`src/rtl/udma_eth_frame_tx.sv`:
```
// uDMA-to-AXI-Stream Ethernet TX framer: unpacks 32-bit uDMA words into a byte stream
// of a programmed length, flagging the final byte with tlast.
module udma_eth_frame_tx #(
    parameter int unsigned CNT_WIDTH = 32
) (
    input  logic                 clk_i,
    input  logic                 rst_i,

    input  logic                 set_tx_bytes_i,
    input  logic [CNT_WIDTH-1:0] tx_bytes_i,
    input  logic                 abort_i,
    output logic [CNT_WIDTH-1:0] tx_bytes_left_o,
    output logic                 busy_o,

    input  logic [31:0]          data_tx_i,
    input  logic                 data_tx_valid_i,
    output logic                 data_tx_ready_o,

    output logic [7:0]           tx_axis_tdata_o,
    output logic                 tx_axis_tvalid_o,
    input  logic                 tx_axis_tready_i,
    output logic                 tx_axis_tlast_o
);

    typedef enum logic [1:0] {
        StIdle,
        StLoad,
        StSend
    } state_e;

    state_e               state_q, state_d;
    logic [CNT_WIDTH-1:0] count_q, count_d;
    logic [31:0]          hold_q, hold_d;
    logic [1:0]           idx_q, idx_d;

    always_ff @(posedge clk_i) begin
        if (rst_i) begin
            state_q <= StIdle;
            count_q <= '0;
            hold_q  <= '0;
            idx_q   <= '0;
        end else begin
            state_q <= state_d;
            count_q <= count_d;
            hold_q  <= hold_d;
            idx_q   <= idx_d;
        end
    end

    always_comb begin
        state_d = state_q;
        count_d = count_q;
        hold_d  = hold_q;
        idx_d   = idx_q;
        if (abort_i) begin
            state_d = StIdle;
            count_d = '0;
            idx_d   = '0;
        end else begin
            unique case (state_q)
                StIdle: begin
                    count_d = '0;
                    if (set_tx_bytes_i && (tx_bytes_i != '0)) begin
                        count_d = tx_bytes_i;
                        state_d = StLoad;
                    end
                end
                StLoad: begin
                    if (data_tx_valid_i) begin
                        hold_d  = data_tx_i;
                        idx_d   = '0;
                        state_d = StSend;
                    end
                end
                StSend: begin
                    if (tx_axis_tready_i) begin
                        count_d = count_q - CNT_WIDTH'(1);
                        idx_d   = idx_q + 2'd1;
                        // Last byte wins over word exhaustion: upper bytes are dropped.
                        if (count_q == CNT_WIDTH'(1)) begin
                            state_d = StIdle;
                            idx_d   = '0;
                        end else if (idx_q == 2'd3) begin
                            state_d = StLoad;
                        end
                    end
                end
                default: begin
                    state_d = StIdle;
                    count_d = '0;
                    idx_d   = '0;
                end
            endcase
        end
    end

    assign data_tx_ready_o  = (state_q == StLoad);
    assign tx_axis_tvalid_o = (state_q == StSend);
    assign tx_axis_tdata_o  = hold_q[{idx_q, 3'b000} +: 8];
    assign tx_axis_tlast_o  = (state_q == StSend) && (count_q == CNT_WIDTH'(1));
    assign tx_bytes_left_o  = count_q;
    assign busy_o           = (state_q != StIdle);

endmodule

```
`config.mk`:
```
export PLATFORM = sky130hd
export DESIGN_NAME = udma_eth_frame_tx
export DESIGN_NICKNAME = d
export VERILOG_FILES = /design/src/rtl/udma_eth_frame_tx.sv
export SDC_FILE = /design/constraint.sdc
export NUM_CORES = 1
export LEC_CHECK = 0
export BUFFER_PORTS_ARGS = -buffer_cell sky130_fd_sc_hd__buf_2
export CAP_MARGIN = 40
export CORE_MARGIN = 2
export CORE_UTILIZATION = 43
export DETAILED_ROUTE_END_ITERATION = 10
export HOLD_SLACK_MARGIN = 0.03
export PLACE_DENSITY = 0.67
export SLEW_MARGIN = 20
export SYNTH_ARGS = -nofsm -noshare
export SYNTH_HDL_FRONTEND = slang
export SYNTH_SLANG_ARGS = --single-unit
```
`constraint.sdc`:
```
create_clock -name clk_i -period 2.3 [get_ports clk_i]
set_input_delay 0.345 -clock clk_i [delete_from_list [all_inputs] [get_ports clk_i]]
set_output_delay 0.345 -clock clk_i [all_outputs]
set_load 0.02 [all_outputs]
```
Yosys cells after proc, flatten, opt, wreduce, memory -nomap -nowiden
Cells that the tools add are included.
{"block": "word_totals", "elab_cells": 41, "out_inout_bits": 44, "in_bits": 70, "regBits": 68}
{"block": "classes", "eq_ne": 8, "bitwise_logic": 3, "shifts": 1, "n_addsub": 2, "n_mux": 13, "n_reduce_logical": 10}
{"cell": "32-bit case mux with 3 select lines", "n": 1}
{"cell": "32-bit two-way mux", "n": 2}
{"cell": "32-bit by 1-bit == test with 1-bit output, second input constant", "n": 1}
{"cell": "32-bit nonzero test", "n": 1}
{"cell": "32-bit by 6-bit indexed part select with 8-bit output", "n": 1}
{"cell": "32-bit by 1-bit subtractor with 32-bit output, second input constant", "n": 1}
{"cell": "2-bit two-way mux", "n": 8}
{"cell": "2-bit case mux with 3 select lines", "n": 2}
{"cell": "3-bit AND reduction", "n": 2}
{"cell": "2-bit == test, second input constant", "n": 2}
{"cell": "2-bit != test, second input constant", "n": 2}
{"cell": "4-bit AND reduction", "n": 1}
{"cell": "3-bit by 1-bit != test with 1-bit output, second input constant", "n": 1}
{"cell": "1-bit NOT", "n": 3}
{"cell": "2-bit by 1-bit adder with 2-bit output, second input constant", "n": 1}
{"cell": "2-bit by 1-bit == test with 1-bit output, second input constant", "n": 1}
{"cell": "1-bit logical AND", "n": 2}
{"cell": "2-bit logical NOT", "n": 1}
{"cell": "2-bit by 1-bit != test with 1-bit output, second input constant", "n": 1}
{"cell": "2-bit AND reduction", "n": 1}
{"cell": "2-bit nonzero test", "n": 1}
{"cell": "2-bit OR reduction", "n": 1}

Logic depth before layout (Yosys ltp)
Gate-level depths: netlist of run 1.
{"block": "logic_depth", "word_depth": 5, "depth_mapped": 9}

Least setup slack after synthesis of run 1
Ideal clock, no wire load.
{"block": "synth_path", "path_type": "register -> output", "from": "register count_q[15] (netlist: tx_bytes_left_o[15])", "to": "output port tx_axis_tlast_o", "path_buffers": 0, "t_arrival_ps": 1683, "t_required_ps": 1955, "slack_ps": 272, "stages_incl_launch_ff": 5, "path_cell_list": "dfxtp_1 nor4_2 nand3_1 or3_1 nor2_1"}
{"block": "synth_between", "elab_chain_len": 2}
{"item": "from (decl)", "line_no": "32", "source": "logic [CNT_WIDTH-1:0] count_q, count_d;"}
{"item": "from (signal assigned)", "line_no": "44", "source": "count_q <= count_d;"}
{"item": "32-bit by 1-bit == test with 1-bit output", "line_no": "100", "source": "assign tx_axis_tlast_o = (state_q == StSend) && (count_q == CNT_WIDTH'(1));"}
{"item": "1-bit logical AND", "line_no": "100"}
{"item": "to (decl)", "line_no": "22", "source": "output logic tx_axis_tlast_o"}
No other way between the ends.

Final worst setup path of run 1
{"block": "layout_path", "from": "register count_q[2] (netlist: tx_bytes_left_o[2])", "to": "output port tx_axis_tlast_o"}
The elaborated chain is that of the path after synthesis.

==> results of run 1 <==
-- report_power, final --
group | total [mW] | internal, mW | switching (mW) | leakage (nW)
Sequential | 1.26 | 1.21 | 0.0510 | 0.555
Clock | 1.06 | 0.520 | 0.538 | 0.0988
Combinational | 0.668 | 0.284 | 0.384 | 1.32
-- registers in the layout, summed over array words and instances (netlist names) --
signal / count
idx_q: 2
tx_bytes_left_o: 32
state_q: 2
hold_q: 32
-- cell usage after synthesis, types with 7 or more instances --
library cell	number	share of area
clkbuf_1	25	0.025
nand2_1	88	0.087
a21oi_1	51	0.067
xnor2_1	7	0.016
nor4_1	12	0.020
nor3_1	13	0.017
nand3_1	15	0.020
dfxtp_1	68	0.36
mux4_2	8	0.048
a22oi_1	10	0.020
nor2_1	22	0.022
a31oi_1	9	0.015
nand4_1	12	0.020
o21ai_0	21	0.028
-- routing by layer --
metal  share of wire  GRT usage  vias to the layer above  routed length [um]
li1                -          -                     1998                   -
met3           0.084    0.05870                       24                1071
met2            0.47     0.4180                      228                5913
met1            0.43     0.3623                     2033                5481
met5               0          0                        -                   0
met4           0.020    0.08868                        0                 248
-- final cells by class --
class                   instances  area [um^2]
fillers                       845         3751
well taps                     108        135.1
clock buffers                   9        123.9
flip-flops and latches         68         1374
repair buffers                145        812.0
multi-input cells             359         2327
clock inverters                 7        82.58
inverters                       8        30.03
-- through the flow --
| stage | total power, mW | area [um^2] | cells | hold WS (ns) |
|---|---|---|---|---|
| 5_1_grt | 3.104 | 4885 | 704 | 0.2088 |
| 3_5_place_dp | 1.900 | 4554 | 683 | 0.4458 |
| 4_1_cts | 2.960 | 4840 | 700 | 0.2146 |
| 6_report | 2.982 | 4885 | 704 | 0.2211 |
| 2_1_floorplan | 1.650 | 3784 | 468 | 0.4331 |
| 3_3_place_gp | 1.894 | 4554 | 683 | 0.4403 |
-- worst max-delay path, stage by stage, from the launching register on --
cell and delay [ns]:
dfxtp_4 0.39, nor4_4 0.27, buf_4 0.16, nand4b_1 0.15
or3_4 0.39, nor2_4 0.10, buf_6 0.13
-- timing repair --
action,CTS,global route
pin swaps,2,3
setup buffers,1,4
resized for setup,17,5
endpoints found under the setup margin,1,10
-- cells in the final DEF (no fill, tap or decap), types with 8 or more instances in the layout --
master    count
buf_2       112
nand2_1      88
dfxtp_1      60
a21oi_1      51
buf_4        32
nor2_1       21
o21ai_0      21
nand3_1      15
nand4_1      12
nor3_1       11
nor4_1       11
a22oi_1      10
a31oi_1       9
clkbuf_8      9
mux4_2        8
-- how the worst max path moves through the flow --
stage                                                  end  slack (ns)  cells after the start
after floorplan                            tx_axis_tlast_o        0.27                      4
after global placement     tx_bytes_left_o[9]$_SDFFE_PP0P_       -0.01                      7
after detailed placement  tx_bytes_left_o[17]$_SDFFE_PP0P_      -0.004                      7
after CTS                                  tx_axis_tlast_o        0.01                      6
after global routing                       tx_axis_tlast_o       -0.07                      6
final                                      tx_axis_tlast_o      0.0005                      6
-- cells by family after synthesis --
family                     synth area share
buffers and inverters               0.04431
AOI/OAI and AO/OA                    0.2249
xor gates and xnor gates            0.02083
DFF                                  0.3598
muxes                               0.04762
adders and majority gates          0.009922
and+or+nand+nor                      0.2927
==> summary.txt, run 1 <==
Hold path
  • Hold EP: hold_q[23]$_SDFFE_PP0P_
  • Hold/Removal Path Class: in2reg
  • Hold Crit Depth: 3
  • HP Start: data_tx_i[23]

Detailed routing
  • Drt initial violations: 402
  • First drt pass iteration count: 5
  • Via count: 4283
  • Post-DR wirelength/cell: 18.06 um
  • Final antenna-violating net count: 0
  • DR vias/cell: 6.084
  • DRC Markers: 0
  • DRT Wirelength: 12720 um

Clock tree
  • Clk_lat worst skew: 0.36 ns
  • H-Tree Depth: 3
  • CTS tree: built
  • Max Root-Sink Buffers: 2
  • CTS Buf Count: 9
  • Sink Count: 68
  • Root buf cell: clkbuf_8
  • Hold_buf cts: 0
  • Clk slew on worst S/H paths: 0.09 ns

Finish
  • Layout cells sized above 1: 0.3389
  • Nets@finish: 664
  • Fin util: 0.5656
  • Synth-to-Final Area Change: 29.10%
  • Antenna cell count: 0

Yosys
  • Synth cell types: 65
  • Post-synth EDFFs: 0
  • Post-synthesis cell count: 468
  • Ys async rst share: 0
  • Top_reg_cell synth: dfxtp_1
  • Post-synthesis cell area: 3784 um^2
  • Ys Warns: 0
  • Syn_nets: 541
  • Avg Inst Size Synth: 8.085 um^2
  • Post-synthesis sequential area ratio: 0.3598
  • FF+latch count, synth: 68

STA
  • F_max: 434.9 MHz
  • Unrepaired setup endpoints after global routing: true
  • Final Setup Violations: 0
  • Final period util: 0.9998
  • Final worst setup slack: 0.0004592 ns
  • Slew Limit Fails: 0
  • Final min period: 2.300 ns
  • Worst slew margin: 0.5960
  • Worst clock skew: 0.009485 ns
  • Final Hold Vio Count: 0
  • Least-Margin Pin Slew: 0.6060 ns
  • TNS Setup: 0 ns

Floorplanning
  • Die Wd: 97.81 um
  • Rows: 34
  • Core area: 8636 um^2
  • Initial Util: 0.4381
  • Die footprint: 9566 um^2
  • # IOs: 114
  • Die H: 97.81 um

Placed design
  • Gp weighted congestion: 0.8727
  • Setup WS pre-CTS: -0.003519 ns
  • Port buffer count: 113
  • DP HPWL: 9081 um

Worst setup path
  • Critical path launch point type: flip-flop
  • Crit path from: tx_bytes_left_o[2]$_SDFFE_PP0P_
  • CP arrival: 1.95 ns
  • R2r setup slk: 0.15 ns
  • WS Path Type: reg2out
  • Critical path endpoint category: primary output
  • R2R cell count: 5
  • R2r endpoint: tx_bytes_left_o[26]$_SDFFE_PP0P_
  • Worst r2r src: tx_bytes_left_o[7]$_SDFFE_PP0P_
  • CP max FO: 7
  • Req. time, crit path: 1.96 ns

Global route
  • Largest net degree at the start of global routing: 34
  • Remaining global-route overflow: 0
  • GRT Util Overall: 0.2650
  • First-pass GRT wire length: 20590 um
  • Vias in the first global route: 4059
  • Initial antenna violation count: 0

Power
  • Power Density: 610.5 nW/um^2
  • Max IR drop VDD: 0.3123 mV
  • Lkg Pwr: 1.970 nW

Run status
  • Status: finished clean

Job
  • Max_cap viols: 0
(Power assumes the default switching activity.)
==> run 2, diff against run 1 <==
- CORE_UTILIZATION: 43 -> 50
- PLACE_DENSITY: 0.67 -> 0.76
==> summary.txt, run 2 (synthesis gave the netlist of run 1 again) <==
Run status
  • Status: finished clean

Power
  • Power Density: 580.0 nW/um^2 (-5.0%)
  • Tot Pwr: 2.805 mW (-6.0%)
  • Max IR drop VDD: 0.2789 mV (-11%)
  • Lkg Pwr: 1.957 nW (-0.64%)

Finish
  • Finished Cell Area: 4836 um^2 (-1.0%)
  • Synth-to-Final Area Change: 27.81%
  • Layout cells sized above 1: 0.3401 (+0.001141)
  • Commonest non-fill, non-tap cell in the layout: buf_2
  • Final non-filler cell total: 693 (-1.6%)
  • Nets@finish: 662 (-0.30%)
  • Antenna cell count: 0 (unchanged)
  • Most frequent cells in the layout: buf_2, nand2_1, dfxtp_1

Worst setup path
  • CP Cell Sequence: nor4_4, buf_4, nand4b_1, or3_4, nor2_4, buf_6
  • Req. time, crit path: 1.96 ns (about the same)
  • CP max FO: 5 (-2)
  • WS Path Type: reg2out
  • Critical path endpoint category: primary output
  • Crit-path leading delay family: simple AND/OR/NAND/NOR gates
  • CP arrival: 1.89 ns (-0.06 ns)
  • Critical path's largest stage delay: 0.37 ns (-0.02 ns)
  • CP bufs+invs: 2 (unchanged)
  • CP max stage cell: dfxtp_4
  • Critical path launch point type: flip-flop

STA
  • Final Setup Violations: 0 (unchanged)
  • Final period util: 0.9730 (-0.02676)
  • Worst clock skew: 0.006283 ns (-0.003202 ns)
  • F_max: 446.8 MHz (+2.8%)
  • Unrepaired setup endpoints after global routing: true
  • Final worst setup slack: 0.06201 ns (+0.06155 ns)
  • Worst slew margin: 0.6067 (+0.01073)
  • Final Hold Vio Count: 0 (unchanged)
  • Final min period: 2.238 ns (-0.06155 ns)
  • WHS: 0.2205 ns (-0.0006530 ns)
  • Slew Limit Fails: 0 (unchanged)
  • Least-Margin Pin Slew: 0.5878 ns (-0.01826 ns)

Placed design
  • DP HPWL: 8817 um (-2.9%)
  • Post-Place Cells: 672 (-1.6%)
  • Gp weighted congestion: 0.9469 (+8.5%)
  • Port buffer count: 113 (unchanged)
  • Setup WS pre-CTS: 0.1739 ns (+0.1774 ns)
  • Area after DPL: 4528 um^2 (-0.58%)

Global route
  • GRT Util Overall: 0.2951 (+0.03018)
  • First-pass GRT wire length: 19630 um (-4.7%)
  • Vias in the first global route: 3951 (-2.7%)
  • Remaining global-route overflow: 0 (unchanged)
  • Largest net degree at the start of global routing: 33 (-2.9%)
  • Initial antenna violation count: 0 (unchanged)

Floorplanning
  • # IOs: 114 (unchanged)
  • Die H: 90.99 um (-7.0%)
  • Core area: 7292 um^2 (-16%)
  • Rows: 31 (-8.8%)
  • Die Wd: 90.99 um (-7.0%)
  • Initial Util: 0.5189 (+0.08074)
  • Die footprint: 8279 um^2 (-13%)

Detailed routing
  • Final antenna-violating net count: 0 (unchanged)
  • DRC Markers: 0 (unchanged)
  • Drt initial violations: 315 (-22%)
  • DR vias/cell: 6.214 (+2.1%)
  • Via count: 4306 (+0.54%)
  • First drt pass iteration count: 5 (unchanged)
  • Post-DR wirelength/cell: 17.79 um (-1.5%)
  • DRT Wirelength: 12330 um (-3.0%)

Clock tree
  • H-Tree Depth: 3 (unchanged)
  • Max Root-Sink Buffers: 2 (unchanged)
  • Sink Count: 68 (unchanged)
  • CTS Buf Count: 9 (unchanged)
  • Clk_lat worst skew: 0.35 ns (about the same)
  • Hold_buf cts: 0 (unchanged)
  • CTS tree: built
  • Root buf cell: clkbuf_8
  • Clk slew on worst S/H paths: 0.07 ns (-0.02 ns)

Job
  • Max_cap viols: 0 (unchanged)

Hold path
  • Hold/Removal Path Class: in2reg
==> run 2: cell types whose count changed in the layout (fill, tap and decap cells not counted), moves of 2 or more <==
| cell | before | now |
|---|---|---|
| clkinv_4 | 0 | 2 |
| inv_6 | 3 | 0 |
| nor3_2 | 1 | 3 |
| clkinv_2 | 0 | 3 |
| buf_4 | 32 | 30 |
==> run 2: worst paths after layout <==
kind	from	to	slack, ns	cells after the start
min	data_tx_i[20]	hold_q[20]$_SDFFE_PP0P_	0.22	3
max	tx_bytes_left_o[2]$_SDFFE_PP0P_	tx_axis_tlast_o	0.06	6
max reg2reg	state_q[1]$_SDFFE_PP0P_	tx_bytes_left_o[4]$_SDFFE_PP0P_	0.20	7
min reg2reg	hold_q[19]$_SDFFE_PP0P_	hold_q[19]$_SDFFE_PP0P_	0.46	2
==> run 2: stage by stage <==
stage                     setup TNS [ns]  utilization
after floorplan                        0            -
after global placement                 0       0.6210
after detailed placement               0       0.6210
after CTS                              0       0.6524
after global routing            -0.02341       0.6632
final                                  0       0.6632
==> run 2: worst register-to-register path, delay by kind of cell (launching register included) <==
family | cells | cell delay, ns
AO/OA/AOI/OAI | 1 | 0.16
flip-flops | 1 | 0.47
AND/OR/NAND/NOR | 4 | 1.05
buffers and inverters | 2 | 0.33
==> run 2: routing by layer <==
| layer | vias up | share of wire | track usage |
|---|---|---|---|
| li1 | 1999 | - | - |
| met1 | 2013 | 0.42 | 0.3855 |
| met2 | 264 | 0.46 | 0.4556 |
| met3 | 30 | 0.091 | 0.07386 |
| met4 | 0 | 0.028 | 0.1439 |
| met5 | - | 0 | 0 |
==> run 2: repair_timing <==
item | 4_1_cts | 5_1_grt
resized for setup | 11 | 13
buffers inserted | 1 | 4
endpoints found under the setup margin | 1 | 8
pin swaps | 2 | 4
==> run 2: report_power, final <==
part	total, mW	internal (mW)	switching (mW)
clock network	0.895	0.418	0.477
registers	1.25	1.21	0.0495
logic	0.655	0.278	0.378
total	2.80	1.90	0.904
==> run 2: layout make-up <==
cell class	instances	area, um^2
clock inverter	6	40.04
inverter	8	30.03
multi-input combinational	359	2331
clock buffer	10	137.6
tap	99	123.9
sequential	68	1376
timing repair buffer	143	797.0
fill	652	2456
